==> config.mk <==
export PLATFORM = sky130hd
export DESIGN_NAME = fp_norm_round
export DESIGN_NICKNAME = d
export VERILOG_FILES = /design/src/rtl/fp_norm_round.sv
export SDC_FILE = /design/constraint.sdc
export NUM_CORES = 1
export LEC_CHECK = 0
export CORE_UTILIZATION = 30
export CTS_CLUSTER_SIZE = 40
export DETAILED_ROUTE_END_ITERATION = 6
export DONT_BUFFER_PORTS = 1
export SYNTH_ARGS = -nofsm -noshare
export SYNTH_HDL_FRONTEND = slang
export SYNTH_SLANG_ARGS = --single-unit
==> constraint.sdc <==
create_clock -name clk -period 7 [get_ports clk]
set_clock_uncertainty 0.1 [all_clocks]
set_input_delay 1.4 -clock clk [delete_from_list [all_inputs] [get_ports clk]]
set_output_delay 1.4 -clock clk [all_outputs]
set_load 0.01 [all_outputs]
==> src/rtl/fp_norm_round.sv <==
// -----------------------------------------------------------------------------
// fp_norm_round
//
// Normalise-and-round stage that sits directly behind a single-precision
// add/subtract datapath. It receives the un-normalised raw result (sign,
// biased exponent, {carry, hidden, fraction} mantissa and guard/round/sticky),
// normalises it one bit position per clock, rounds to nearest-even and returns
// a packed IEEE-754 word plus zero/overflow/underflow flags.
//
// One operation is in flight at a time; the stage is idle-accept, then busy
// until the result has been handed off downstream.
//
// Ports
//   clk        : clock, rising edge
//   RST        : synchronous reset, active high
//   EN         : clock enable; 0 freezes every register (stall)
//   in_valid   : upstream raw result valid
//   in_ready   : stage can accept (high only while idle)
//   in_sign    : raw result sign
//   in_exp     : biased exponent before normalisation
//   in_mant    : {carry, hidden, fraction}, MANT_W+2 bits
//   in_grs     : {guard, round, sticky} below the fraction LSB
//   out_valid  : out_result/flags valid; held until out_ready
//   out_ready  : downstream accepts the result
//   out_result : packed {sign, exponent, fraction}
//   out_zero   : exact zero from cancellation (always +0)
//   out_ovf    : exponent overflow, result is signed infinity
//   out_unf    : exponent underflow, result flushed to zero
// -----------------------------------------------------------------------------
module fp_norm_round #(
   parameter int unsigned EXP_W      = 8,
   parameter int unsigned MANT_W     = 23,
   parameter bit          FLUSH_SIGN = 1'b1
) (
   input  logic                  clk,
   input  logic                  RST,
   input  logic                  EN,
   input  logic                  in_valid,
   output logic                  in_ready,
   input  logic                  in_sign,
   input  logic [EXP_W-1:0]      in_exp,
   input  logic [MANT_W+1:0]     in_mant,
   input  logic [2:0]            in_grs,
   output logic                  out_valid,
   input  logic                  out_ready,
   output logic [EXP_W+MANT_W:0] out_result,
   output logic                  out_zero,
   output logic                  out_ovf,
   output logic                  out_unf
);

   localparam int unsigned RES_W   = EXP_W + MANT_W + 1;
   // Enough left shifts to walk a 1 from the round position up to the hidden
   // bit; anything still unnormalised after that is sticky-only residue.
   localparam int unsigned MAX_LSH = MANT_W + 3;
   localparam int unsigned SH_W    = $clog2(MAX_LSH + 1);

   localparam logic [EXP_W-1:0]  EXP_MAX   = '1;
   localparam logic [EXP_W-1:0]  EXP_ZERO  = '0;
   localparam logic [EXP_W-1:0]  EXP_ONE   = EXP_W'(1);
   localparam logic [MANT_W-1:0] FRAC_ZERO = '0;
   localparam logic [MANT_W+1:0] MANT_ONE  = {2'b01, FRAC_ZERO};
   localparam logic [SH_W-1:0]   LSH_LAST  = SH_W'(MAX_LSH);
   localparam logic [SH_W-1:0]   LSH_ONE   = SH_W'(1);

   typedef enum logic [1:0] {
      IDLE  = 2'd0,
      NORM  = 2'd1,
      ROUND = 2'd2,
      DONE  = 2'd3
   } state_e;

   // ---------------------------------------------------------------------------
   // State and working registers
   // ---------------------------------------------------------------------------
   state_e            state_q, state_d;
   logic              sign_q,  sign_d;
   logic [EXP_W-1:0]  exp_q,   exp_d;
   logic [MANT_W+1:0] mant_q,  mant_d;
   logic              g_q,     g_d;
   logic              r_q,     r_d;
   logic              s_q,     s_d;
   logic [SH_W-1:0]   lsh_q,   lsh_d;
   logic [RES_W-1:0]  res_q,   res_d;
   logic              zero_q,  zero_d;
   logic              ovf_q,   ovf_d;
   logic              unf_q,   unf_d;

   // ---------------------------------------------------------------------------
   // Datapath helpers
   // ---------------------------------------------------------------------------
   logic              flush_sign;
   logic              is_zero;
   logic [EXP_W-1:0]  exp_dec;
   logic              rnd_inc;
   logic [MANT_W+1:0] rnd_sum;
   logic              rnd_carry;
   logic [EXP_W:0]    exp_rnd;
   logic              rnd_ovf;
   logic [RES_W-1:0]  inf_word;
   logic [RES_W-1:0]  flush_word;

   assign flush_sign = FLUSH_SIGN ? sign_q : 1'b0;
   assign is_zero    = (mant_q == '0) && !(g_q | r_q | s_q);
   assign exp_dec    = exp_q - EXP_ONE;

   // Round to nearest, ties to even: bump only above half-way, or exactly at
   // half-way when the kept LSB is odd.
   assign rnd_inc    = g_q & (r_q | s_q | mant_q[0]);
   assign rnd_sum    = {1'b0, mant_q[MANT_W:0]} + {{(MANT_W+1){1'b0}}, rnd_inc};
   assign rnd_carry  = rnd_sum[MANT_W+1];

   // One spare bit so a carry out of an already-maximal exponent cannot wrap.
   assign exp_rnd    = {1'b0, exp_q} + {{EXP_W{1'b0}}, rnd_carry};
   assign rnd_ovf    = (exp_rnd >= {1'b0, EXP_MAX});

   assign inf_word   = {sign_q, EXP_MAX, FRAC_ZERO};
   assign flush_word = {flush_sign, EXP_ZERO, FRAC_ZERO};

   // ---------------------------------------------------------------------------
   // Next-state / datapath logic
   // ---------------------------------------------------------------------------
   // NOTE: every variable gets its hold value first, so no path through the
   // case can leave one unassigned and infer a latch.
   always_comb begin
      state_d = state_q;
      sign_d  = sign_q;
      exp_d   = exp_q;
      mant_d  = mant_q;
      g_d     = g_q;
      r_d     = r_q;
      s_d     = s_q;
      lsh_d   = lsh_q;
      res_d   = res_q;
      zero_d  = zero_q;
      ovf_d   = ovf_q;
      unf_d   = unf_q;

      unique case (state_q)
         IDLE: begin
            if (in_valid) begin
               sign_d  = in_sign;
               exp_d   = in_exp;
               mant_d  = in_mant;
               {g_d, r_d, s_d} = in_grs;
               lsh_d   = '0;
               res_d   = '0;
               zero_d  = 1'b0;
               ovf_d   = 1'b0;
               unf_d   = 1'b0;
               state_d = NORM;
            end
         end

         NORM: begin
            if (is_zero) begin
               // Exact cancellation always yields +0.
               res_d   = '0;
               zero_d  = 1'b1;
               state_d = DONE;
            end else if (exp_q == EXP_MAX) begin
               // Infinite operand: no normalisation or rounding applies.
               res_d   = inf_word;
               ovf_d   = 1'b1;
               state_d = DONE;
            end else if (exp_q == EXP_ZERO) begin
               res_d   = flush_word;
               unf_d   = 1'b1;
               state_d = DONE;
            end else if (mant_q[MANT_W+1]) begin
               // Carry out of the adder: one right shift folds the lost LSB
               // into guard and squeezes old guard/round down.
               mant_d  = {1'b0, mant_q[MANT_W+1:1]};
               g_d     = mant_q[0];
               r_d     = g_q;
               s_d     = r_q | s_q;
               exp_d   = exp_q + EXP_ONE;
               state_d = ROUND;
            end else if (mant_q[MANT_W]) begin
               state_d = ROUND;
            end else if (lsh_q == LSH_LAST) begin
               // Only sticky is left below the working window: the value is
               // too small to ever normalise, treat it as underflow.
               res_d   = flush_word;
               unf_d   = 1'b1;
               state_d = DONE;
            end else begin
               // Left shift pulls guard into the mantissa LSB and round into
               // guard; sticky stays put since it is an OR of lost bits.
               mant_d  = {mant_q[MANT_W:0], g_q};
               g_d     = r_q;
               r_d     = 1'b0;
               exp_d   = exp_dec;
               lsh_d   = lsh_q + LSH_ONE;
               if (exp_dec == EXP_ZERO) begin
                  res_d   = flush_word;
                  unf_d   = 1'b1;
                  state_d = DONE;
               end
            end
         end

         ROUND: begin
            exp_d  = exp_rnd[EXP_W-1:0];
            mant_d = rnd_carry ? MANT_ONE : rnd_sum;
            if (rnd_ovf) begin
               res_d = inf_word;
               ovf_d = 1'b1;
            end else begin
               res_d = {sign_q, exp_rnd[EXP_W-1:0],
                        rnd_carry ? FRAC_ZERO : rnd_sum[MANT_W-1:0]};
            end
            state_d = DONE;
         end

         DONE: begin
            if (out_ready) begin
               state_d = IDLE;
            end
         end

         default: begin
            state_d = IDLE;
         end
      endcase
   end

   // ---------------------------------------------------------------------------
   // Registers
   // ---------------------------------------------------------------------------
   // NOTE: sequential state uses non-blocking assignments so every register
   // samples the pre-edge values regardless of statement order.
   always_ff @(posedge clk) begin
      if (RST) begin
         // NOTE: the working registers are plain flops, not a memory array, so
         // they are reset along with the FSM to keep the outputs defined.
         state_q <= IDLE;
         sign_q  <= 1'b0;
         exp_q   <= '0;
         mant_q  <= '0;
         g_q     <= 1'b0;
         r_q     <= 1'b0;
         s_q     <= 1'b0;
         lsh_q   <= '0;
         res_q   <= '0;
         zero_q  <= 1'b0;
         ovf_q   <= 1'b0;
         unf_q   <= 1'b0;
      end else if (EN) begin
         state_q <= state_d;
         sign_q  <= sign_d;
         exp_q   <= exp_d;
         mant_q  <= mant_d;
         g_q     <= g_d;
         r_q     <= r_d;
         s_q     <= s_d;
         lsh_q   <= lsh_d;
         res_q   <= res_d;
         zero_q  <= zero_d;
         ovf_q   <= ovf_d;
         unf_q   <= unf_d;
      end
   end

   // ---------------------------------------------------------------------------
   // Outputs
   // ---------------------------------------------------------------------------
   assign in_ready   = (state_q == IDLE);
   assign out_valid  = (state_q == DONE);
   assign out_result = res_q;
   assign out_zero   = zero_q;
   assign out_ovf    = ovf_q;
   assign out_unf    = unf_q;

endmodule
==> impl_metrics.env <==
export IMPL_core_mm2=0.0175
export IMPL_syn_inst=692
export IMPL_htreeDepth=3
export IMPL_endpoint_kind="register"
export IMPL_rrSetupSlack_ns=2.62
export IMPL_cts_buffers=9
export IMPL_startpoint="g_q"
export IMPL_met3WireLength_um=1380
export IMPL_die_area_mm2=0.0187
export IMPL_ys_seq_elements=79
export IMPL_path_max_fanout=12
export IMPL_grt_use_total=0.182
export IMPL_cts_tree="done"
export IMPL_worst_slew_pin_slew_ns=1.19
export IMPL_drc_errors=0
export IMPL_drv_cap=0
export IMPL_fin_ws_ns=2.62
export IMPL_fin_crit_ns=4.38
export IMPL_synth_cell_type_count=67
export IMPL_yosysTopAreaCell="dfxtp_1"
export IMPL_finalWeightedCongestion=0.859
export IMPL_dr_pass1_iters=5
export IMPL_nNetsFinal=698
export IMPL_synth_common_cells="dfxtp_1 (79), nand2_1 (65), clkbuf_1 (50)"
export IMPL_place_hpwl_um=11500
export IMPL_rsz0062_at_grt="no"
export IMPL_synth_top_cells_by_area="dfxtp_1 (29%), mux2i_1 (4.6%), nand2_1 (4.5%)"
export IMPL_ff_latch_area_mm2=0.00158
export IMPL_reg2reg_depth=13
export IMPL_synth_flop_cell="dfxtp_1"
export IMPL_yosys_area_top_type_share=0.291
export IMPL_avgSynthCellArea_um2=7.86
export IMPL_antenna_found_initial=1
export IMPL_grt_overflow_total=0
export IMPL_hold_path_class="register to register"
export IMPL_tns_ns=0
export IMPL_wl_met2_um=7510
export IMPL_pre_cts_ws_ns=2.63
export IMPL_wire_per_inst_um=19.1
export IMPL_utilization=0.332
export IMPL_drive_above_1_share=0.0664
export IMPL_grt_pass1_vias=4654
export IMPL_final_hold_violation_count=0
export IMPL_clkLatencyLatePin_ns=0.36
export IMPL_root_buffer="clkbuf_16"
export IMPL_vias=5016
export IMPL_worstSetupPathType="register to register"
export IMPL_wl_met1_um=7510
export IMPL_power_density_mw_per_mm2=286
export IMPL_fmax_mhz=229
export IMPL_multiInputGateArea_mm2=0.00349
export IMPL_syn_nets=747
export IMPL_fp_row_count=48
export IMPL_p_total_mw=1.66
export IMPL_synth_edff_count=0
export IMPL_worst_setup_path_start_kind="register"
export IMPL_portBuffers=0
export IMPL_slew_headroom=0.198
export IMPL_max_vdd_ir_drop_mv=0.149
export IMPL_initial_core_util=0.311
export IMPL_grt_max_degree=76
export IMPL_cts_resized=0
export IMPL_yosysMostFrequentCell="dfxtp_1"
export IMPL_status="finished, final reports clean"
export IMPL_cp_data_required_time_ns=7.19
export IMPL_post_cts_setup_buffers=0
export IMPL_r2r_end="out_result[16]"
export IMPL_finalWirelength_um=16700
export IMPL_cp_arrival_ns=4.57
export IMPL_drv_slew=0
export IMPL_die_width_um=137
export IMPL_ctsHoldBuffers=0
export IMPL_async_reset_ff_frac=0
export IMPL_ys_seq_area_frac=0.291
export IMPL_cts_sinks=79
export IMPL_die_y_um=137
export IMPL_avgViaCountPerCell=5.73
export IMPL_cp_endpoint="out_result[16]"
export IMPL_yosys_warnings=0
export IMPL_clk_pin_slew_worst_paths_ns=0.07
export IMPL_setup_violations=0
export IMPL_ant_nets=0
export IMPL_timing_rr_start="g_q"
export IMPL_cts_buffer_depth=2
export IMPL_synth_area_mm2=0.00544
export IMPL_areaGrowthSynthToFinish_pct=6.70
export IMPL_grt_pass1_wl_um=26000
export IMPL_min_period_over_period=0.625
export IMPL_routed_top_layer="met5"
export IMPL_drtIter0Drc=659
export IMPL_fillers=1827
export IMPL_io_pins=79
export IMPL_leakagePower_nw=2.07
==> report_power, final <==
group	leakage, nW	switching (mW)	internal [mW]
registers	0.641	0.0978	0.491
logic	1.28	0.360	0.223
clock network	0.148	0.207	0.280
total	2.07	0.665	0.995
==> critical path, stage by stage, from the launching register on <==
cell and delay [ns]:
dfxtp_1 0.46, and2_1 0.17, ha_1 0.20, and3_1 0.22, nand4_1 0.37, nor2_1 0.32, ha_1 0.20, ha_1 0.26
a21oi_1 0.15, nor3_1 0.06, a21o_1 0.32, nor3_1 1.01, o21ai_0 0.28, mux2i_1 0.19
==> through the flow <==
stage | cell area (um2) | instances | hold slack (ns)
finish | 5800 | 875 | 0.404
global route | 5800 | 873 | 0.431
CTS | 5800 | 873 | 0.407
detailed placement | 5490 | 857 | 0.397
global placement | 5490 | 857 | 0.388
floorplan | 5440 | 692 | 0.363
==> per-layer routing <==
metal	GRT usage	vias to the layer above
met5	0	-
li1	-	2433
met1	0.239	2392
met4	0.0580	2
met2	0.276	166
met3	0.0630	23
==> placed cells by master (no fill, tap or decap), drive strengths merged, types with 9 or more instances in the layout <==
cell type / netlist / final
nand4: 16 / 16
a22oi: 13 / 13
nand2b: 16 / 16
nand2: 65 / 65
and3: 9 / 9
a21oi: 48 / 48
ha: 13 / 13
nor2b: 16 / 16
dfxtp: 79 / 79
o41ai: 11 / 11
inv: 19 / 21
o21ai: 24 / 24
o211ai: 15 / 15
clkbuf: 50 / 9
nor3: 14 / 14
nor4: 14 / 14
xnor2: 17 / 17
nor2: 44 / 44
mux2i: 25 / 25
mux2: 15 / 15
a22o: 11 / 11
xor2: 14 / 14
nand3: 24 / 24
nand3b: 15 / 15
==> layout make-up <==
type | count | area share
diodes | 2 | 0.000863
clock buffers | 9 | 0.0388
clock inverters | 7 | 0.0138
inverters | 21 | 0.0136
multi-input cells | 524 | 0.601
flip-flops and latches | 79 | 0.273
well taps | 225 | 0.0485
repair buffers | 8 | 0.0104
==> worst min path at each step <==
stage / startpoint / endpoint / slack, ns / cells past startpoint
global route: flush_sign / flush_sign / 0.43 / 2
CTS: r_q / r_q / 0.41 / 2
global placement: flush_sign / flush_sign / 0.39 / 2
floorplan: flush_sign / flush_sign / 0.36 / 2
detailed placement: r_q / r_q / 0.40 / 2
finish: out_result[2] / out_result[2] / 0.40 / 2
==> state kept, by name, indices dropped and copies added, names as in the netlist <==
register	flops
out_result	32
mant_q	25
exp_q	8
lsh_q	5
state_q	2
flush_sign	1
g_q	1
out_ovf	1
out_unf	1
out_zero	1
r_q	1
s_q	1
==> cell families (layout without fill, tap and decap cells) <==
family,Yosys count,count (layout),share of synthesized area
compound gates,181,181,0.236
xor+xnor,31,31,0.0499
fa+ha+maj,13,13,0.0299
buf+inv,89,45,0.0679
flops,79,79,0.291
mux,40,40,0.0771
other cells,0,2,0
simple gates,259,259,0.249
Note: power is estimated with default switching activity, not from simulation.
